File: config.mk
export PLATFORM = sky130hd
export DESIGN_NAME = nibble_serial_adder_flat
export DESIGN_NICKNAME = d
export VERILOG_FILES = /design/src/rtl/nibble_serial_adder_if.sv /design/src/rtl/nibble_serial_adder.sv /design/src/flat_wrapper.sv
export SDC_FILE = /design/constraint.sdc
export NUM_CORES = 1
export LEC_CHECK = 0
export CORE_UTILIZATION = 39
export DETAILED_ROUTE_END_ITERATION = 8
export GPL_TIMING_DRIVEN = 0
export PLACE_DENSITY = 0.72
export SYNTH_ARGS = -nofsm -noshare
export SYNTH_HDL_FRONTEND = slang
export SYNTH_SLANG_ARGS = --single-unit
File: constraint.sdc
create_clock -name clk -period 7.3 [get_ports clk]
set_clock_uncertainty 0.05 [all_clocks]
set_input_delay 1.095 -clock clk [delete_from_list [all_inputs] [get_ports clk]]
set_output_delay 1.095 -clock clk [all_outputs]
set_load 0.05 [all_outputs]
File: src/rtl/nibble_serial_adder_if.sv
// nibble_serial_adder_if: request/result bundle for the nibble adder.
// master: start/a/b/sub out, busy/done/sum/cout/ovf/zero in; slave mirrors.
interface nibble_serial_adder_if #(
  parameter int WIDTH = 16
);
  logic             start;
  logic [WIDTH-1:0] a;
  logic [WIDTH-1:0] b;
  logic             sub;
  logic             busy;
  logic             done;
  logic [WIDTH-1:0] sum;
  logic             cout;
  logic             ovf;
  logic             zero;

  modport master (
    output start, a, b, sub,
    input  busy, done, sum, cout, ovf, zero
  );

  modport slave (
    input  start, a, b, sub,
    output busy, done, sum, cout, ovf, zero
  );
endinterface

File: src/rtl/nibble_serial_adder.sv
// nibble_serial_adder: WIDTH-bit add/sub run one nibble per cycle
// through a single 4-bit CLA slice; GG is chained back as next Cin.
// Ports: clk, rst_n (async, active low), bus (nibble_serial_adder_if.slave:
//   start/a/b/sub in; busy/done/sum/cout/ovf/zero out).
// Optional feature: define NSA_SUB_EN to honour bus.sub (A-B).

module nsa_cla4 (
  input  logic [3:0] a_i,
  input  logic [3:0] b_i,
  input  logic       c_i,
  output logic [3:0] s_o,
  output logic       gg_o
);
  logic [3:0] p;
  logic [3:0] g;
  logic [3:0] c;

  assign p = a_i ^ b_i;
  assign g = a_i & b_i;

  assign c[0] = c_i;
  assign c[1] = g[0] | (p[0] & c_i);
  assign c[2] = g[1]
              | (p[1] & g[0])
              | (p[1] & p[0] & c_i);
  assign c[3] = g[2]
              | (p[2] & g[1])
              | (p[2] & p[1] & g[0])
              | (p[2] & p[1] & p[0] & c_i);

  // Group generate folds in Cin, so it is the nibble carry-out.
  assign gg_o = g[3]
              | (p[3] & g[2])
              | (p[3] & p[2] & g[1])
              | (p[3] & p[2] & p[1] & g[0])
              | (&p & c_i);

  assign s_o = p ^ c;
endmodule

module nibble_serial_adder #(
  parameter int WIDTH = 16
) (
  input  logic                 clk,
  input  logic                 rst_n,
  nibble_serial_adder_if.slave bus
);
  localparam int N  = WIDTH / 4;
  localparam int IW = (N > 1) ? $clog2(N) : 1;
  localparam logic [IW-1:0] LAST = IW'(N - 1);

  typedef enum logic [1:0] {
    IDLE,
    RUN,
    DONE
  } state_t;

  state_t state_q;
  state_t state_d;

  logic [WIDTH-1:0] opa_q;
  logic [WIDTH-1:0] opa_d;
  logic [WIDTH-1:0] opb_q;
  logic [WIDTH-1:0] opb_d;
  logic [WIDTH-1:0] acc_q;
  logic [WIDTH-1:0] acc_d;
  logic [WIDTH-1:0] sum_q;
  logic [WIDTH-1:0] sum_d;
  logic             carry_q;
  logic             carry_d;
  logic [IW-1:0]    idx_q;
  logic [IW-1:0]    idx_d;
  logic             cout_q;
  logic             cout_d;
  logic             ovf_q;
  logic             ovf_d;
  logic             zero_q;
  logic             zero_d;

  logic [IW+1:0]    base;
  logic [3:0]       nib_a;
  logic [3:0]       nib_b;
  logic [3:0]       nib_s;
  logic             gg;
  logic             msb_cin;
  logic [WIDTH-1:0] b_eff;
  logic             c_init;

`ifdef NSA_SUB_EN
  assign b_eff  = bus.sub ? ~bus.b : bus.b;
  assign c_init = bus.sub;
`else
  logic unused_sub;
  assign unused_sub = bus.sub;
  assign b_eff  = bus.b;
  assign c_init = 1'b0;
`endif

  assign base  = {idx_q, 2'b00};
  assign nib_a = opa_q[base +: 4];
  assign nib_b = opb_q[base +: 4];

  nsa_cla4 u_cla (
    .a_i  (nib_a),
    .b_i  (nib_b),
    .c_i  (carry_q),
    .s_o  (nib_s),
    .gg_o (gg)
  );

  // Carry into the MSB recovered from the top sum bit.
  assign msb_cin = opa_q[WIDTH-1]
                 ^ opb_q[WIDTH-1]
                 ^ nib_s[3];

  always_comb begin
    state_d = state_q;
    opa_d   = opa_q;
    opb_d   = opb_q;
    acc_d   = acc_q;
    carry_d = carry_q;
    idx_d   = idx_q;
    sum_d   = sum_q;
    cout_d  = cout_q;
    ovf_d   = ovf_q;
    zero_d  = zero_q;
    unique case (state_q)
      IDLE: begin
        if (bus.start) begin
          state_d = RUN;
          opa_d   = bus.a;
          opb_d   = b_eff;
          carry_d = c_init;
          idx_d   = '0;
          acc_d   = '0;
        end
      end
      RUN: begin
        acc_d[base +: 4] = nib_s;
        carry_d = gg;
        idx_d   = idx_q + 1'b1;
        if (idx_q == LAST) begin
          state_d = DONE;
          sum_d   = acc_d;
          cout_d  = gg;
          ovf_d   = msb_cin ^ gg;
          zero_d  = (acc_d == '0);
        end
      end
      DONE: begin
        state_d = IDLE;
      end
      default: begin
        state_d = IDLE;
      end
    endcase
  end

  always_ff @(posedge clk or negedge rst_n) begin
    if (!rst_n) begin
      state_q <= IDLE;
      opa_q   <= '0;
      opb_q   <= '0;
      acc_q   <= '0;
      carry_q <= 1'b0;
      idx_q   <= '0;
      sum_q   <= '0;
      cout_q  <= 1'b0;
      ovf_q   <= 1'b0;
      zero_q  <= 1'b0;
    end else begin
      state_q <= state_d;
      opa_q   <= opa_d;
      opb_q   <= opb_d;
      acc_q   <= acc_d;
      carry_q <= carry_d;
      idx_q   <= idx_d;
      sum_q   <= sum_d;
      cout_q  <= cout_d;
      ovf_q   <= ovf_d;
      zero_q  <= zero_d;
    end
  end

  assign bus.busy = (state_q == RUN);
  assign bus.done = (state_q == DONE);
  assign bus.sum  = sum_q;
  assign bus.cout = cout_q;
  assign bus.ovf  = ovf_q;
  assign bus.zero = zero_q;
endmodule

File: src/flat_wrapper.sv
// flat-port wrapper written by rule: the top's interface ports become plain ports
module nibble_serial_adder_flat 
#(
  parameter int WIDTH = 16
)
  (clk, rst_n, bus_start, bus_a, bus_b, bus_sub, bus_busy, bus_done, bus_sum, bus_cout, bus_ovf, bus_zero);
  nibble_serial_adder_if #(.WIDTH(WIDTH)) bus_i ();
  input  logic clk;
  input  logic rst_n;
  input wire logic [$bits(bus_i.start)-1:0] bus_start;
  input wire logic [$bits(bus_i.a)-1:0] bus_a;
  input wire logic [$bits(bus_i.b)-1:0] bus_b;
  input wire logic [$bits(bus_i.sub)-1:0] bus_sub;
  output wire logic [$bits(bus_i.busy)-1:0] bus_busy;
  output wire logic [$bits(bus_i.done)-1:0] bus_done;
  output wire logic [$bits(bus_i.sum)-1:0] bus_sum;
  output wire logic [$bits(bus_i.cout)-1:0] bus_cout;
  output wire logic [$bits(bus_i.ovf)-1:0] bus_ovf;
  output wire logic [$bits(bus_i.zero)-1:0] bus_zero;
  assign bus_i.start = bus_start;
  assign bus_i.a = bus_a;
  assign bus_i.b = bus_b;
  assign bus_i.sub = bus_sub;
  assign bus_busy = bus_i.busy;
  assign bus_done = bus_i.done;
  assign bus_sum = bus_i.sum;
  assign bus_cout = bus_i.cout;
  assign bus_ovf = bus_i.ovf;
  assign bus_zero = bus_i.zero;
  nibble_serial_adder #(.WIDTH(WIDTH)) u_core (.clk(clk), .rst_n(rst_n), .bus(bus_i));
endmodule
[Word level (Yosys, flattened, before mapping)]
Cells that the tools add are included.
Storage, ports and cells
  register bits: 72
  input bits: 36
  output and inout port bits: 21
  word-level logic and storage cells: 70
Cells by class
  $add $sub $neg: 2
  equality and inequality tests: 5
  shift-type cells: 4
  multiplexer cells: 10
  bitwise operators: 31
  reductions and logical operators: 8
Operators with widths (number)
  one-hot mux 16 bit (2 select lines): 1
  indexed part select 16 x 5 -> 4 bit: 2
  bitwise mux 16 bit: 1
  logical NOT 16 bit: 1
  two-way mux 16 bit: 1
  variable shift 4 x 6 -> 16 bit (first input constant): 1
  indexed part select 4 x 6 -> 16 bit: 1
  AND 1 bit: 15
  OR 1 bit: 10
  one-hot mux 2 bit (2 select lines): 2
  AND reduction 2 bit: 4
  bitwise XOR 4 bit: 2
  two-way mux 2 bit: 3
  negator 4 -> 6 bit: 1
  AND 4 bit: 1
  == test 2 bit (second input constant): 2
  AND reduction 4 bit: 1
  bitwise XOR 1 bit: 3
  adder 2 x 1 -> 2 bit (second input constant): 1
  == test 2 x 1 -> 1 bit (second input constant): 1
  logical NOT 2 bit: 1
  != test 2 x 1 -> 1 bit (second input constant): 1
  != test 2 bit (second input constant): 1
  one-hot mux 1 bit (2 select lines): 1
  other kinds (2): 2

[Depth between registers and ports, before layout]
  depth after elaboration: 10
  depth in mapped cells: 9
  depth with buffers taken out: 7

[Modules after synthesis]
Synthesis repeated with hierarchy kept, for this count alone.
Unflattened totals
  cell total of the unflattened synthesis: 287
  area total of the unflattened synthesis: 3473.3 sq um
Modules (own cells, without submodules)
  nibble_serial_adder: instances 1, cells an instance 270, area an instance 3325.7 sq um, seq. area each 1801.7 sq um
  nsa_cla4: instances 1, cells an instance 17, area an instance 147.6 sq um, seq. area each 0.0 sq um

[Worst setup path before layout]
OpenSTA, ideal clock, no wires.
  path kind: register to register
  start: register u_core.idx_q[0]
  end: register u_core.zero_q, in the netlist u_core.bus.zero
  library setup time: 0.122 ns
  data arrival time: 2.740 ns
  data required time: 7.128 ns
  slack: 4.388 ns
  stages on the path, launching flop included: 10
  path buffers: 2
  clock period less this slack: 2.912 ns
  cells stage by stage: dfrtp_1 buf_2 buf_2 mux4_2 ha_1 a211oi_2 o21bai_4 xnor2_4 o22ai_1 a32o_1
On the way
  cells in the longest elaborated chain, start to end: 10
  elaborated cells on any way between the ends: 27
  those cells by class: 1 x add/sub; 1 x eq/ne; 4 x shift; 1 x mux; 18 x bitwise; 2 x reduce/logical
RTL lines
  start, declared: RTL line nibble_serial_adder.sv:71  | logic [IW-1:0] idx_q;
  start signal, assigned: RTL line nibble_serial_adder.sv:177  | idx_q <= idx_d;
  indexed part select 16 x 5 -> 4 bit (on tied branches): RTL line nibble_serial_adder.sv:100, nibble_serial_adder.sv:101
  bitwise XOR 4 bit / AND 4 bit (equally long branches): RTL line nibble_serial_adder.sv:18, nibble_serial_adder.sv:19
  AND 1 bit (on tied branches): RTL line nibble_serial_adder.sv:27, nibble_serial_adder.sv:28, nibble_serial_adder.sv:29
  OR 1 bit (tied with other cells): RTL line nibble_serial_adder.sv:27  | | (p[2] & g[1])
  OR 1 bit / AND 1 bit (equally long branches): RTL line nibble_serial_adder.sv:28, nibble_serial_adder.sv:29
  OR 1 bit: RTL line nibble_serial_adder.sv:29  | | (p[2] & p[1] & p[0] & c_i);
  bitwise XOR 4 bit: RTL line nibble_serial_adder.sv:38  | assign s_o = p ^ c;
  indexed part select 4 x 6 -> 16 bit: RTL line nibble_serial_adder.sv:139  | acc_d[base +: 4] = nib_s;
  bitwise mux 16 bit: RTL line nibble_serial_adder.sv:139
  logical NOT 16 bit: RTL line nibble_serial_adder.sv:147  | zero_d = (acc_d == '0);
  end signal, assigned: RTL line nibble_serial_adder.sv:181  | zero_q <= zero_d;
  end, declared: RTL line nibble_serial_adder.sv:77  | logic zero_q;
Several ways; a longest one is shown, not always the timed one.
A chain may end at the register's enable or synchronous reset.

[Worst setup path after layout]
Same ends and word-level chain as after synthesis.

==> results.yml <==
logic_synthesis:
  synth-simple-area-share_pct: 9.684
  synth_xor_area_share_pct: 2.009
  avgSynthCellArea_um2: 12.24
  ys_warn_count: 0
  synthMuxAreaShare_pct: 15.78
  synth_top_family_by_area: "multiplexers"
  synthCells: 285
  synth_seq_cells: 72
  synth_cell_type_count: 44
  ys_seq_area_share_pct: 51.65
  synth-adder-area-share_pct: 4.519
  syn_area_um2: 3488
  synth_flop_cell: "dfrtp_1"
  async_flop_share_pct: 100.0
  synth-edff-count: 0
  synth_compound_area_share_pct: 13.77
  syn_nets: 333
die:
  die_w_um: 96.58
  initial_core_util_pct: 40.20
  io_pins: 57
  die_h_um: 96.58
  dieArea_um2: 9327
  rows: 34
  core_area_um2: 8678
run_status:
  status: "finished, violations left"
  violations: "design-rule violations"
detailed_routing:
  ant_nets: 0
  drt-pass1-iter-count: 7
  dr.first_iter.drc_count: 104
  drc_errors: 1
  vias: 2500
  wl_mm: 7.460
  wire_per_inst_um: 16.08
  viasPerCell: 5.388
hold_path:
  min-delay-start: "u_core.bus.sum[4]"
  hold_class: "reg2reg"
sta:
  rsz0062_at_grt: "no"
  relSlewSlack_pct: 36.51
  timing.setup.tns_ns: 0
  fmaxAchievable_mhz: 283.4
  worstMarginPinSlew_ns: 0.9492
  final-max-slew-violation-count: 0
  hold_slack_ns: 0.4300
  hold_viol: 0
  setup-violations-final: 0
  final.min_clock_period_ns: 3.528
  period_share_pct: 48.33
run:
  maxCapViolations: 0
final_layout:
  n_antenna_cell: 0
  final_cell_mix: "dfrtp_1 (72), clkdlybuf4s50_1 (54), mux2_2 (32)"
  final_common_cell: "dfrtp_1"
  nets: 399
  syn_to_final_growth_pct: 25.93
  fill_cells: 807
  drive_above_1_share_pct: 21.63
global_route:
  grt_max_degree: 73
  overflow: 0
  grt_pass1_vias: 2566
  grt_pass1_wl_mm: 12.74
  grt_usage_pct: 18.40
  antenna_found_initial: 0
worst_setup_path:
  crit_chain: "buf_2 -> buf_2 -> mux4_2 -> fa_1 -> xor2_1 -> o21ai_0 -> nor4b_1 -> a32o_1"
  cp_slowest_cell: "xor2_1"
  cp-end-kind: "flip-flop"
  regToRegSetupSlack_ns: 3.77
  cp.arrival_ns: 3.71
  cp_max_fo: 10
  worstSetupStartpoint: "u_core.idx_q[0]"
  start_kind: "flip-flop"
  cp_data_required_time_ns: 7.48
  path_common_cell: "buf_2"
  criticalPathCategory: "reg2reg"
  slowest_delay_ns: 0.75
  r2r-start: "u_core.idx_q[0]"
clock_network:
  cts_tree: "done"
  postCtsHoldBufs: 0
  cts_resized: 0
  root_buffer: "clkbuf_8"
  h-tree-depth: 3
  clk_pin_slew_ns: 0.08
  cts.path.max_buffers: 2
  insertion_delay_ns: 0.34
  cts_setup_buffers: 0
  cts_buffers: 9
  cts_num_sinks: 72
place:
  post-dp-hpwl_mm: 5.362
  io_buffers: 55
  gp_congestion: 0.8570
critical path: cells and delay by family (launching register included):
kind            cells  cell delay (ns)
simple gates        1             0.20
compound gates      2             0.41
xor+xnor            1             0.75
flops               1             0.41
fa+ha+maj           1             0.42
mux                 1             0.61
buf+inv             2             0.56
worst paths after layout:
| kind | endpoint | depth (start not counted) |
|---|---|---|
| max reg2reg | u_core.bus.zero | 8 |
| min | u_core.bus.sum[4] | 2 |
| max | u_core.bus.zero | 8 |
| max in group asynchronous | u_core.opb_q[3] | 1 |
| min in group asynchronous | u_core.bus.sum[2] | 1 |
| min reg2reg | u_core.bus.sum[4] | 2 |
per-stage QoR:
step	cell area [µm²]	utilization [%]	setup WS [ns]	instances
5_1_grt	4393	50.62	3.569	464
2_1_floorplan	3488	-	4.388	285
6_report	4393	50.62	3.772	464
4_1_cts	4393	50.62	3.775	464
3_5_place_dp	4172	48.07	3.787	448
3_3_place_gp	4174	48.10	2.675	448
flip-flops by register name (all words and copies together) (netlist names):
register / cells
u_core.idx_q: 2
u_core.opa_q: 16
u_core.opb_q: 16
u_core.bus.zero: 1
u_core.bus.sum: 16
u_core.bus.ovf: 1
u_core.acc_q: 16
u_core.bus.cout: 1
u_core.carry_q: 1
u_core.state_q: 2
area by class of cell:
type	instances	area (µm²)	share of cell area, %
plain buffers	12	63.81	1.453
clock buffers	10	127.6	2.905
clock inverters	6	93.84	2.136
inverters	7	26.28	0.5981
multi-input cells	194	1597	36.34
flip-flops and latches	72	1802	41.01
well taps	108	135.1	3.076
repair buffers	55	548.0	12.48
Yosys cell counts, types with 4 or more instances:
cell type,count,area (µm²)
nor3_1,5,25.02
nor2_1,5,18.77
nand2_1,23,86.33
a22o_1,14,122.6
o21ai_0,23,115.1
nor2b_1,13,81.33
a21oi_1,16,80.08
o22ai_1,4,25.02
dfrtp_1,72,1802
buf_2,9,45.04
ha_1,11,137.6
mux2_2,32,360.4
o21ai_1,5,25.02
mux4_2,8,180.2
inv_1,5,18.77
per-layer routing:
metal | track usage [%] | vias to the layer above | share of wire [%]
met5 | 0 | - | 0
met4 | 6.618 | 0 | 0.80
met3 | 5.008 | 6 | 5.9
met2 | 29.75 | 84 | 48
met1 | 23.70 | 1240 | 45
li1 | - | 1170 | -
cells by family (layout without fill, tap and decap cells):
group                    count (synthesis)  after routing
multiplexers                            41             41
buffers and inverters                   19             90
AND/OR/NAND/NOR                         62             62
AO/OA/AOI/OAI                           74             74
XOR/XNOR                                 5              5
flip-flops                              72             72
adder cells (fa/ha/maj)                 12             12
Power is left out: the tool's default activity adds up to more than one toggle a clock period on the data nets, which glitch-free logic cannot reach.
